==> config.mk <==
export PLATFORM = sky130hd
export DESIGN_NAME = fetch_unit_flat
export DESIGN_NICKNAME = d
export VERILOG_FILES = /design/src/rtl/fetch_unit_if.sv /design/src/rtl/fetch_unit.sv /design/src/flat_wrapper.sv
export SDC_FILE = /design/constraint.sdc
export NUM_CORES = 1
export LEC_CHECK = 0
export ABC_AREA = 1
export BUFFER_PORTS_ARGS = -buffer_cell sky130_fd_sc_hd__buf_2
export CORE_MARGIN = 8
export CORE_UTILIZATION = 55
export DETAILED_ROUTE_END_ITERATION = 16
export PLACE_DENSITY = 0.89
export SYNTH_ARGS = -nofsm -noshare
export SYNTH_HDL_FRONTEND = slang
export SYNTH_SLANG_ARGS = --single-unit
==> constraint.sdc <==
create_clock -name clk_i -period 3.5 [get_ports clk_i]
set_input_delay 0.525 -clock clk_i [delete_from_list [all_inputs] [get_ports clk_i]]
set_output_delay 0.525 -clock clk_i [all_outputs]
set_load 0.02 [all_outputs]
==> src/rtl/fetch_unit_if.sv <==
// Fetch-side bus bundle: instruction-memory request/response plus the decode handshake.
// The fetch unit connects through master; memory and decode together sit on slave.
interface fetch_unit_if #(
  parameter int unsigned DATAWIDTH = 32
);
  logic                 ImemReq_o;
  logic [DATAWIDTH-1:0] ImemAddr_o;
  logic                 ImemGnt_i;
  logic                 ImemRspValid_i;
  logic [DATAWIDTH-1:0] ImemRspData_i;
  logic                 InstrValid_o;
  logic                 InstrReady_i;
  logic [DATAWIDTH-1:0] Instr_o;
  logic [DATAWIDTH-1:0] InstrPC_o;

  modport master (
    output ImemReq_o, ImemAddr_o, InstrValid_o, Instr_o, InstrPC_o,
    input  ImemGnt_i, ImemRspValid_i, ImemRspData_i, InstrReady_i
  );

  modport slave (
    input  ImemReq_o, ImemAddr_o, InstrValid_o, Instr_o, InstrPC_o,
    output ImemGnt_i, ImemRspValid_i, ImemRspData_i, InstrReady_i
  );
endinterface

==> src/rtl/fetch_unit.sv <==
// Instruction fetch: owns the PC, issues in-order word requests, buffers up to two returned
// instructions for decode and discards in-flight responses after a redirect.
module fetch_unit #(
  parameter int unsigned          DATAWIDTH = 32,
  parameter logic [DATAWIDTH-1:0] RESET_PC  = '0
) (
  input  logic                 clk_i,
  input  logic                 rst_i,
  input  logic                 Redirect_i,
  input  logic [DATAWIDTH-1:0] RedirectPC_i,
  fetch_unit_if.master         bus
);

  localparam logic [DATAWIDTH-1:0] NopInstr = DATAWIDTH'(32'h0000_0013);

  typedef enum logic {StRun, StFlush} state_e;

  state_e               r_state;
  logic [DATAWIDTH-1:0] r_pc;
  logic [DATAWIDTH-1:0] r_pcq [2];
  logic [DATAWIDTH-1:0] r_bins [2];
  logic [DATAWIDTH-1:0] r_bpc [2];
  logic [1:0]           r_inflight;
  logic [1:0]           r_drop;
  logic [1:0]           r_bcnt;

  logic                 w_valid;
  logic                 w_pop;
  logic [2:0]           w_credit;
  logic                 w_req;
  logic                 w_gnt;
  logic                 w_rsp;
  logic                 w_dropping;
  logic                 w_store;
  logic                 w_pcq_wr_idx;
  logic                 w_buf_wr_idx;
  logic [1:0]           w_inflight_nx;
  logic [1:0]           w_drop_nx;
  logic [1:0]           w_bcnt_nx;
  logic [DATAWIDTH-1:0] w_redirect_pc;
  logic [DATAWIDTH-1:0] w_pcq_nx [2];
  logic [DATAWIDTH-1:0] w_bins_nx [2];
  logic [DATAWIDTH-1:0] w_bpc_nx [2];

  assign w_valid    = (r_bcnt != 2'd0);
  assign w_pop      = w_valid && bus.InstrReady_i;
  // Outstanding plus buffered may never exceed two, which is what guarantees buffer space
  assign w_credit   = 3'(r_inflight) + 3'(r_bcnt) - 3'(w_pop);
  assign w_req      = !rst_i && !Redirect_i && (w_credit < 3'd2);
  assign w_gnt      = w_req && bus.ImemGnt_i;
  assign w_rsp      = bus.ImemRspValid_i && (r_inflight != 2'd0);
  assign w_dropping = w_rsp && (r_state == StFlush);
  assign w_store    = w_rsp && !w_dropping;

  assign w_redirect_pc = RedirectPC_i & ~DATAWIDTH'(3);

  assign w_inflight_nx = r_inflight + 2'(w_gnt) - 2'(w_rsp);
  // A redirect condemns everything still outstanding once this cycle's response has resolved
  assign w_drop_nx     = Redirect_i ? (r_inflight - 2'(w_rsp)) : (r_drop - 2'(w_dropping));
  assign w_bcnt_nx     = Redirect_i ? 2'd0 : (r_bcnt - 2'(w_pop) + 2'(w_store));

  assign w_pcq_wr_idx  = (r_inflight != 2'd0) && !w_rsp;
  assign w_buf_wr_idx  = (r_bcnt != 2'd0) && !w_pop;

  always_comb begin
    w_pcq_nx = r_pcq;
    if (w_rsp) w_pcq_nx[0] = r_pcq[1];
    if (w_gnt) w_pcq_nx[w_pcq_wr_idx] = r_pc;
  end

  always_comb begin
    w_bins_nx = r_bins;
    w_bpc_nx  = r_bpc;
    if (w_pop) begin
      w_bins_nx[0] = r_bins[1];
      w_bpc_nx[0]  = r_bpc[1];
    end
    if (w_store) begin
      w_bins_nx[w_buf_wr_idx] = bus.ImemRspData_i;
      w_bpc_nx[w_buf_wr_idx]  = r_pcq[0];
    end
  end

  always_ff @(posedge clk_i) begin
    if (rst_i) begin
      r_state    <= StRun;
      r_pc       <= RESET_PC;
      r_pcq      <= '{default: '0};
      r_bins     <= '{default: '0};
      r_bpc      <= '{default: '0};
      r_inflight <= 2'd0;
      r_drop     <= 2'd0;
      r_bcnt     <= 2'd0;
    end else begin
      unique case (r_state)
        StRun:   if (Redirect_i && (w_drop_nx != 2'd0)) r_state <= StFlush;
        StFlush: if (w_drop_nx == 2'd0) r_state <= StRun;
        default: r_state <= StRun;
      endcase
      if (Redirect_i) begin
        r_pc <= w_redirect_pc;
      end else if (w_gnt) begin
        r_pc <= r_pc + DATAWIDTH'(4);
      end
      r_pcq      <= w_pcq_nx;
      r_bins     <= w_bins_nx;
      r_bpc      <= w_bpc_nx;
      r_inflight <= w_inflight_nx;
      r_drop     <= w_drop_nx;
      r_bcnt     <= w_bcnt_nx;
    end
  end

  assign bus.ImemReq_o    = w_req;
  assign bus.ImemAddr_o   = r_pc;
  assign bus.InstrValid_o = w_valid;
  assign bus.Instr_o      = w_valid ? r_bins[0] : NopInstr;
  assign bus.InstrPC_o    = w_valid ? r_bpc[0] : '0;

endmodule
==> src/flat_wrapper.sv <==
// flat-port wrapper written by rule: the top's interface ports become plain ports
module fetch_unit_flat 
#(
  parameter int unsigned          DATAWIDTH = 32,
  parameter logic [DATAWIDTH-1:0] RESET_PC  = '0
)
  (clk_i, rst_i, Redirect_i, RedirectPC_i, bus_ImemReq_o, bus_ImemAddr_o, bus_InstrValid_o, bus_Instr_o, bus_InstrPC_o, bus_ImemGnt_i, bus_ImemRspValid_i, bus_ImemRspData_i, bus_InstrReady_i);
  fetch_unit_if #(.DATAWIDTH(DATAWIDTH)) bus_i ();
  input  logic clk_i;
  input  logic rst_i;
  input  logic Redirect_i;
  input  logic [DATAWIDTH-1:0] RedirectPC_i;
  output wire logic [$bits(bus_i.ImemReq_o)-1:0] bus_ImemReq_o;
  output wire logic [$bits(bus_i.ImemAddr_o)-1:0] bus_ImemAddr_o;
  output wire logic [$bits(bus_i.InstrValid_o)-1:0] bus_InstrValid_o;
  output wire logic [$bits(bus_i.Instr_o)-1:0] bus_Instr_o;
  output wire logic [$bits(bus_i.InstrPC_o)-1:0] bus_InstrPC_o;
  input wire logic [$bits(bus_i.ImemGnt_i)-1:0] bus_ImemGnt_i;
  input wire logic [$bits(bus_i.ImemRspValid_i)-1:0] bus_ImemRspValid_i;
  input wire logic [$bits(bus_i.ImemRspData_i)-1:0] bus_ImemRspData_i;
  input wire logic [$bits(bus_i.InstrReady_i)-1:0] bus_InstrReady_i;
  assign bus_ImemReq_o = bus_i.ImemReq_o;
  assign bus_ImemAddr_o = bus_i.ImemAddr_o;
  assign bus_InstrValid_o = bus_i.InstrValid_o;
  assign bus_Instr_o = bus_i.Instr_o;
  assign bus_InstrPC_o = bus_i.InstrPC_o;
  assign bus_i.ImemGnt_i = bus_ImemGnt_i;
  assign bus_i.ImemRspValid_i = bus_ImemRspValid_i;
  assign bus_i.ImemRspData_i = bus_ImemRspData_i;
  assign bus_i.InstrReady_i = bus_InstrReady_i;
  fetch_unit #(.DATAWIDTH(DATAWIDTH), .RESET_PC(RESET_PC)) u_core (.clk_i(clk_i), .rst_i(rst_i), .Redirect_i(Redirect_i), .RedirectPC_i(RedirectPC_i), .bus(bus_i));
endmodule
; ---- After elaboration in Yosys (flattened, before gate mapping)
; Index checks and enable logic that the tools add are counted.
[totals]
reg_bits = 231
output_inout_bits = 98
elab_cells = 73
in_bits = 70
[classes]
bitwise_logic = 3
order_cmp = 5
muxes = 21
addsub = 9
reduce_logical = 23
[op_table]
columns = operator, count
row1 = two-way mux 32 bit, 9
row2 = bitwise mux 64 bit, 3
row3 = two-way mux 64 bit, 3
row4 = demux 32 bit (select 1 bit), 2
row5 = "adder 32 x 3 -> 32 bit, second input constant", 1
row6 = logical AND 1 bit, 12
row7 = nonzero test 2 bit, 4
row8 = subtractor 2 x 1 -> 2 bit, 4
row9 = logical NOT 1 bit, 5
row10 = adder 2 x 1 -> 2 bit, 2
row11 = "greater-or-equal comparator 2 bit, second input constant", 2
row12 = "less-than comparator 2 x 1 -> 1 bit, second input constant", 2
row13 = NOT 1 -> 2 bit, 2
row14 = adder 2 x 2 -> 3 bit, 1
row15 = "less-than comparator 3 x 2 -> 1 bit, second input constant", 1
row16 = subtractor 3 x 1 -> 3 bit, 1
row17 = logical NOT 2 bit, 1
row18 = two-way mux 1 bit, 2
row19 = two-way mux 2 bit, 1
row20 = case mux 1 bit (2 select lines), 1
row21 = OR reduction 2 bit, 1
row22 = NOT 1 bit, 1

; ---- Depth between registers and ports, before layout
; Gate-level depths: netlist of run 1.
[logic_depth]
word_depth = 11
ltp_mapped = 18

; ---- Least setup slack after synthesis of run 1
; No wires, ideal clock.
[synth_timing]
path_type = reg2reg
start = register u_core.r_bcnt[1]
end = register (tool-made name)
setup_time_ps = 121
path_slack_ps = 454
stages_incl_launch_ff = 17
arrival_time_ps = 2925
path_buffers = 4
cell_sequence = dfxtp_1 > inv_2 > nand2_2 > nand2_2 > inv_2 > clkbuf_1 > ha_1 > or2_2 > fa_1 > inv_1 > nor2_4 > nand3_2 > buf_6 > nor2_8 > buf_6 > buf_12 > a21oi_2
[synth_lines]
columns = element, line
row1 = start: declaration, fetch_unit.sv:25  ; logic [1:0] r_bcnt;
row2 = start signal: assignment, fetch_unit.sv:110  ; r_bcnt <= w_bcnt_nx;

; ---- Worst setup path in the final report of run 1
[layout_timing]
start = register u_core.r_bcnt[1]
end = output port bus_ImemReq_o
[layout_between]
elab_chain_len = 5
word_cells_on_any_way = 6
[layout_lines]
columns = element, line
row1 = branches (longest 2 deep; another with adder 2 x 2 -> 3 bit), --
row2 = subtractor 3 x 1 -> 3 bit (*), fetch_unit.sv:48  ; assign w_credit = 3'(r_inflight) + 3'(r_bcnt) - 3'(w_pop);
row3 = less-than comparator 3 x 2 -> 1 bit (*), fetch_unit.sv:49  ; assign w_req = !rst_i && !Redirect_i && (w_credit < 3'd2);
row4 = logical AND 1 bit (*), fetch_unit.sv:49
row5 = end: declaration, flat_wrapper.sv:13  ; output wire logic [$bits(bus_i.ImemReq_o)-1:0] bus_ImemReq_o;
; Mark *: on every way between the ends.

==> results of run 1 <==
## cells by family (layout without fill, tap and decap cells)
family,count (synthesis),in the layout,share of synthesized area
AOI/OAI and AO/OA,362,362,0.1865
xor gates and xnor gates,6,6,0.004955
adders and majority gates,8,8,0.01014
buffers and inverters,251,376,0.1031
DFF,229,229,0.4322
other,1,2,0.0003536
and+or+nand+nor,681,681,0.2627
## area by class of cell
class	count	area, sq um	area share
clock buffers	35	753.2	0.06135
clock inverters	9	126.4	0.01029
inverters	153	581.8	0.04739
multi-input cells	1059	4932	0.4018
flip-flops and latches	229	4584	0.3734
well taps	260	325.3	0.02650
repair buffers	179	973.4	0.07929
## report_power, final
group,switching (mW),internal [mW]
clock,1.04,1.71
combinational,1.28,0.618
sequential,0.245,3.02
## worst reg2reg max path: cells and delay by family (launching register included)
kind            cells  cell delay [ps]
simple gates        6              820
buf+inv             6              760
fa+ha+maj           2              780
compound gates      2              240
flops               1              330
## cell usage after synthesis (2+ instances only)
cell type  instances  area share
buf_2             26       0.012
buf_4              9      0.0064
ha_1               7      0.0083
nand3b_1           2      0.0014
nor2_8             2      0.0038
nand2_1          317        0.11
a21oi_1           66       0.031
xnor2_1            3      0.0025
dfxtp_1          229        0.43
a21oi_2           20       0.017
o21ai_0          181       0.085
clkbuf_1          54       0.019
and2_1             2      0.0012
xor2_1             3      0.0025
or2_2              6      0.0035
nor2_1           265       0.094
buf_6              6      0.0064
nor2_2             4      0.0024
o21ai_1           38       0.018
nor2_4             4      0.0042
a31oi_1           46       0.027
nand3_1           64       0.030
buf_12             2      0.0038
nand4_1            3      0.0018
nand2_2            6      0.0035
nand2_4            2      0.0021
nor4_1             2      0.0012
o22ai_1            2      0.0012
inv_2              8      0.0028
inv_1            143       0.051
a211oi_1           7      0.0050
## routing by layer
| layer | track usage | up-vias | wire, microns |
|---|---|---|---|
| li1 | - | 5132 | - |
| met1 | 0.3054 | 4674 | 12470 |
| met2 | 0.3613 | 428 | 12800 |
| met3 | 0.03684 | 45 | 2215 |
| met4 | 0.05226 | 0 | 501 |
| met5 | 0 | - | 0 |
## metrics by stage
step	instances	power (mW)	area (sq um)
4_1_cts	1924	7.925	12280
6_report	1924	7.911	12280
3_5_place_dp	1880	5.165	11400
5_1_grt	1924	8.314	12280
3_3_place_gp	1880	5.091	11400
2_1_floorplan	1539	4.700	10610
## cell usage in the layout, fill, tap and decap left out, types with 9 or more instances in the layout
cell,n
clkbuf_16,25
o21ai_0,181
a31oi_1,46
inv_1,143
nand2_1,317
nor2_1,265
a21oi_1,66
nand3_1,64
buf_2,163
buf_4,13
a21oi_2,20
dfxtp_1,229
o21ai_1,38
clkbuf_8,9
## worst max path at each step
stage / start / end / depth (start not counted)
finish: u_core.r_bcnt[1] / bus_ImemReq_o / 13
global route: u_core.r_bcnt[0] / bus_ImemReq_o / 13
CTS: u_core.r_bcnt[1] / bus_ImemReq_o / 13
detailed placement: bus_InstrReady_i / u_core.r_pcq[63] / 15
global placement: bus_InstrReady_i / u_core.r_pcq[63] / 15
floorplan: u_core.r_bcnt[1] / flop / 16
==> flow_metrics.tcl, run 1 <==
set metrics [dict create \
    status "finished clean" \
    drc 0 \
    hold_class "in2reg" \
    setup_ws_ps 400.3 \
    fin_tns_setup_ps 0 \
    yosysSeqAreaShare 0.4322 \
    grt_pass1_wl_microns 45770 \
    postCtsSetupBuffers 0 \
    io_pins 168 \
    clk_latency_ps 510 \
    ys_warn_count 0 \
    postCtsHoldBufs 0 \
    arrival_ps 2570 \
    start_util 0.5633 \
    crit_chain "inv_2 > nand2_2 > nand2_2 > inv_2 > ha_1 > or2_2 > fa_1 > inv_1 > nand2_1 > nand2_1 > nand2_1 > nor2_1 > buf_2" \
    critPathTopFamily "simple AND/OR/NAND/NOR gates" \
    chipHeight_microns 154.9 \
    hold_viol_final 0 \
    rows 50 \
    drtIter0Drc 755 \
    min_to "u_core.bus.ImemAddr_o[7]" \
    port_buffers 163 \
    min_from "RedirectPC_i[7]" \
    worstMarginPinSlew_ps 1025 \
    grt_overflow_total 0 \
    crit_type "reg2out" \
    hpwlAfterDp_microns 18010 \
    min_path_cells 3 \
    final_util 0.6520 \
    dpl_worst_slack_ps 336.2 \
    drtAntennaViolNets 0 \
    fmax_ghz 0.3226 \
    grtUsageTotal 0.2232 \
    fin_nets 1724 \
    setup_viol_count_final 0 \
    clk_pin_slew_ps 60 \
    grt_pass1_vias 9511 \
    p_leak_nw 5.145 \
    ys_seq_elements 229 \
    crit_path_frequent_cell "nand2_1" \
    crit_path_end_kind "output port" \
    dieArea_sq_um 23980 \
    wl_per_cell_microns 14.54 \
    grt_max_degree 131 \
    rr_startpoint "u_core.r_bcnt[1]" \
    avgSynthCellArea_sq_um 6.896 \
    die_w_microns 154.9 \
    slowest_delay_ps 390 \
    cp.buffers_inverters 4 \
    fin_worst_skew_ps 7.385 \
    grt_setup_unrepaired "false" \
    core_area_sq_um 18830 \
    antenna_found_initial 0 \
    reg2reg_depth 16 \
    rrSetupSlack_ps 510 \
    post_cts_resized 0 \
    holdWs_ps 209.1 \
    synth_area_sq_um 10610 \
    startpoint_type "flop" \
    synth_edf_count 0 \
    required_ps 2970 \
    slowest_stage "fa_1" \
    area_growth_pct 15.75 \
    htree_levels 1 \
    slew-limit-headroom 0.3159 \
    fillers 1585 \
    cp_max_fo 3 \
    first_pass_iters 5 \
    drive_above_1_share 0.1671 \
    crit-reg2reg-capture "u_core.r_pcq[63]" \
    routed_via_density 5.343 \
    cts_buffers 24 \
    diodes 0 \
    fin_crit_ps 3100 \
    period_share 0.8856 \
    place_congestion 0.9028 \
    synthArstFlopShare 0 \
    cts-root-buf "clkbuf_16" \
    cts_max_path_buffers 3 \
    vias 10279 \
    maxSlewViolCount 0 \
    finalWirelength_microns 27980 \
    synth_cell_types 40 \
    powerDensity_nw_per_um2 644.4 \
    clock-sinks 229 \
    cts_tree "built" \
    syn_inst 1538 \
    ir_drop_mv 0.4918 \
    dominantRegCellSynth "dfxtp_1" \
    drv_cap 0 \
]
Note: power is estimated with default switching activity, not from simulation.
==> inputs of run 2 (changes only) <==
--- a/config.mk
+++ b/config.mk
@@ -5,7 +5,6 @@
 export SDC_FILE = /design/constraint.sdc
 export NUM_CORES = 1
 export LEC_CHECK = 0
-export ABC_AREA = 1
 export BUFFER_PORTS_ARGS = -buffer_cell sky130_fd_sc_hd__buf_2
 export CORE_MARGIN = 8
 export CORE_UTILIZATION = 55
==> constraint.sdc (replaced) <==
create_clock -name clk_i -period 3.8 [get_ports clk_i]
set_input_delay 0.57 -clock clk_i [delete_from_list [all_inputs] [get_ports clk_i]]
set_output_delay 0.57 -clock clk_i [all_outputs]
set_load 0.1 [all_outputs]
==> run 2 against run 1 <==
  * Wire length decreased by 3.3%
  * Largest power group unchanged
  * Critical path type unchanged
  * Clock skew increased by 1.5 ps
  * Utilization increased by 0.54 points
  * Flip-flop and latch count unchanged
  * Critical path depth decreased by 3
  * Total power decreased by 7.7%
  * Register-to-register slack improved by 180 ps
  * Cell area decreased by 3.2%
==> flow_metrics.tcl, run 2 <==
set metrics [dict create \
    finalWirelength_microns 27070 \
    seq_area_sq_um 4584 \
    avgSynthCellArea_sq_um 7.983 \
    crit_type "reg2out" \
    grtUsageTotal 0.2223 \
    yosysSeqAreaShare 0.4508 \
    clk_pin_slew_ps 60 \
    min_path_cells 3 \
    internal_power_mw 4.869 \
    rows 49 \
    ys_warn_count 0 \
    min_from "RedirectPC_i[8]" \
    postCtsSetupBuffers 0 \
    drc 0 \
    period_share 0.8872 \
    dominantRegCellSynth "dfxtp_1" \
    switching_power_mw 2.429 \
    fmax_ghz 0.2966 \
    p_leak_nw 4.616 \
    startpoint_type "flop" \
    crit_path_end_kind "output port" \
    cp_max_fo 5 \
    io_pins 168 \
    layout_common_cells "nand2_1 (273), dfxtp_1 (229), buf_2 (161)" \
    grt_max_degree 129 \
    rr_startpoint "u_core.r_bcnt[0]" \
    htree_levels 1 \
    port_buffers 163 \
    dpl_worst_slack_ps 510.5 \
    cts_buffers 24 \
    dieArea_sq_um 23100 \
    ir_drop_mv 0.3805 \
    vias 9529 \
    fin_worst_skew_ps 8.934 \
    cts_max_path_buffers 3 \
    setup_ws_ps 428.8 \
    reg2reg_depth 14 \
    required_ps 3230 \
    wl_per_cell_microns 16.80 \
    combinationalPowerShare 0.247 \
    diodes 0 \
    cts_tree "built" \
    chipHeight_microns 152.0 \
    hold_viol_final 0 \
    drv_cap 0 \
    powerDensity_nw_per_um2 613.8 \
    multi_input_area_sq_um 5116 \
    drtAntennaViolNets 0 \
    yosysMostFrequentCell "nand2_1" \
    synth_area_leader_cell "dfxtp_1" \
    synth_area_sq_um 10170 \
    clk_latency_ps 510 \
    grt_setup_unrepaired "false" \
    seqPwrFrac 0.408 \
    hpwlAfterDp_microns 16410 \
    syn_inst 1274 \
    fin_nets 1443 \
    postCtsHoldBufs 0 \
    clock-sinks 229 \
    place_congestion 0.8884 \
    worstMarginPinSlew_ps 935.4 \
    synth_edf_count 0 \
    synthTopCellsByCount "nand2_1 (275), dfxtp_1 (229), nor2_1 (123), a21oi_1 (111), clkbuf_1 (87)" \
    maxSlewViolCount 0 \
    arrival_ps 2800 \
    fin_crit_ps 3371 \
    drtIter0Drc 846 \
    fillers 1363 \
    grt_pass1_wl_microns 44790 \
    min_to "u_core.bus.ImemAddr_o[8]" \
    die_w_microns 152.0 \
    status "finished clean" \
    synthTopCellsByArea "dfxtp_1 (45%), nand2_1 (10%), a311oi_1 (5.7%)" \
    drive_above_1_share 0.1743 \
    final_util 0.6574 \
    final_common_cell "nand2_1" \
    grt_pass1_vias 9046 \
    first_pass_iters 7 \
    synth_cell_types 58 \
    synth_top_area_frac 0.4508 \
    grt_overflow_total 0 \
    setup_viol_count_final 0 \
    synthArstFlopShare 0 \
    fin_tns_setup_ps 0 \
    hold_class "in2reg" \
    routed_via_density 5.911 \
    clockPowerShare 0.345 \
    switching_share 0.3328 \
    antenna_found_initial 0 \
    core_area_sq_um 18090 \
    rrSetupSlack_ps 690 \
    post_cts_resized 0 \
    slew-limit-headroom 0.3764 \
    ys_seq_elements 229 \
    cts-root-buf "clkbuf_16" \
    area_growth_pct 16.90 \
    start_util 0.5623 \
]
run 2: cell types whose count changed in the layout (fill, tap and decap cells not counted), sizes merged, moves of 18 or more:
cell	previous run	this run
mux2i	0	32
o21ai	220	9
a31oi	46	6
a211oi	7	40
inv	153	14
a21oi	86	111
nor2	275	123
nor2b	0	62
nand2	325	276
nand3	65	83
a311oi	0	66
run 2: area by class of cell:
type	count	area share
timing repair buffer	179	0.08261
clock buffer	36	0.06283
tap	229	0.02410
sequential	229	0.3856
clock inverter	8	0.01042
inverter	13	0.004104
multi-input combinational	918	0.4303
run 2: cells by family after synthesis:
kind of cell | after synthesis | synth area share
flip-flops | 229 | 0.4508
AO/OA/AOI/OAI | 248 | 0.1618
buffers and inverters | 128 | 0.05389
other | 1 | 0.0003687
AND/OR/NAND/NOR | 604 | 0.2694
multiplexers | 36 | 0.03593
XOR/XNOR | 20 | 0.01722
adder cells (fa/ha/maj) | 8 | 0.01058
run 2: through the flow:
stage,hold slack (ps),cells,area [sq um],total power [mW]
after floorplan,435.7,1275,10190,4.366
after global placement,441.3,1568,11020,4.731
after detailed placement,446.6,1568,11020,4.788
after CTS,294.3,1612,11890,7.313
after global routing,311.3,1612,11890,7.602
final,309.0,1612,11890,7.298
run 2: worst max-delay path by stage:
| stage | startpoint | endpoint | depth (start not counted) |
|---|---|---|---|
| after global routing | u_core.r_bcnt[0] | bus_ImemReq_o | 10 |
| after global placement | bus_InstrReady_i | flop | 13 |
| final | u_core.r_bcnt[0] | bus_ImemReq_o | 10 |
| after CTS | u_core.r_bcnt[0] | bus_ImemReq_o | 10 |
| after detailed placement | bus_InstrReady_i | flop | 13 |
| after floorplan | u_core.r_bcnt[0] | bus_ImemReq_o | 11 |
run 2: critical path: stages, from the launching register on:
cell	delay, ps
dfxtp_1	350
nor2_4	120
inv_2	40
nand2_2	60
inv_1	60
ha_1	250
nand2b_1	150
fa_1	380
xor2_1	320
nor4bb_4	320
buf_12	220
run 2: power groups by stage:
stage	Combinational, mW	Clock, mW	Sequential (mW)
after global routing	1.95	2.64	3.01
after global placement	1.73	0	3.00
after floorplan	1.27	0	3.09
after CTS	1.80	2.54	2.97
final	1.80	2.52	2.98
after detailed placement	1.77	0	3.01
run 2: layer usage:
layer,track usage,vias to the layer above,share of wire
li1,-,4587,-
met1,0.3062,4479,0.45
met2,0.3465,421,0.45
met3,0.04566,42,0.081
met4,0.06092,0,0.016
met5,0,-,0
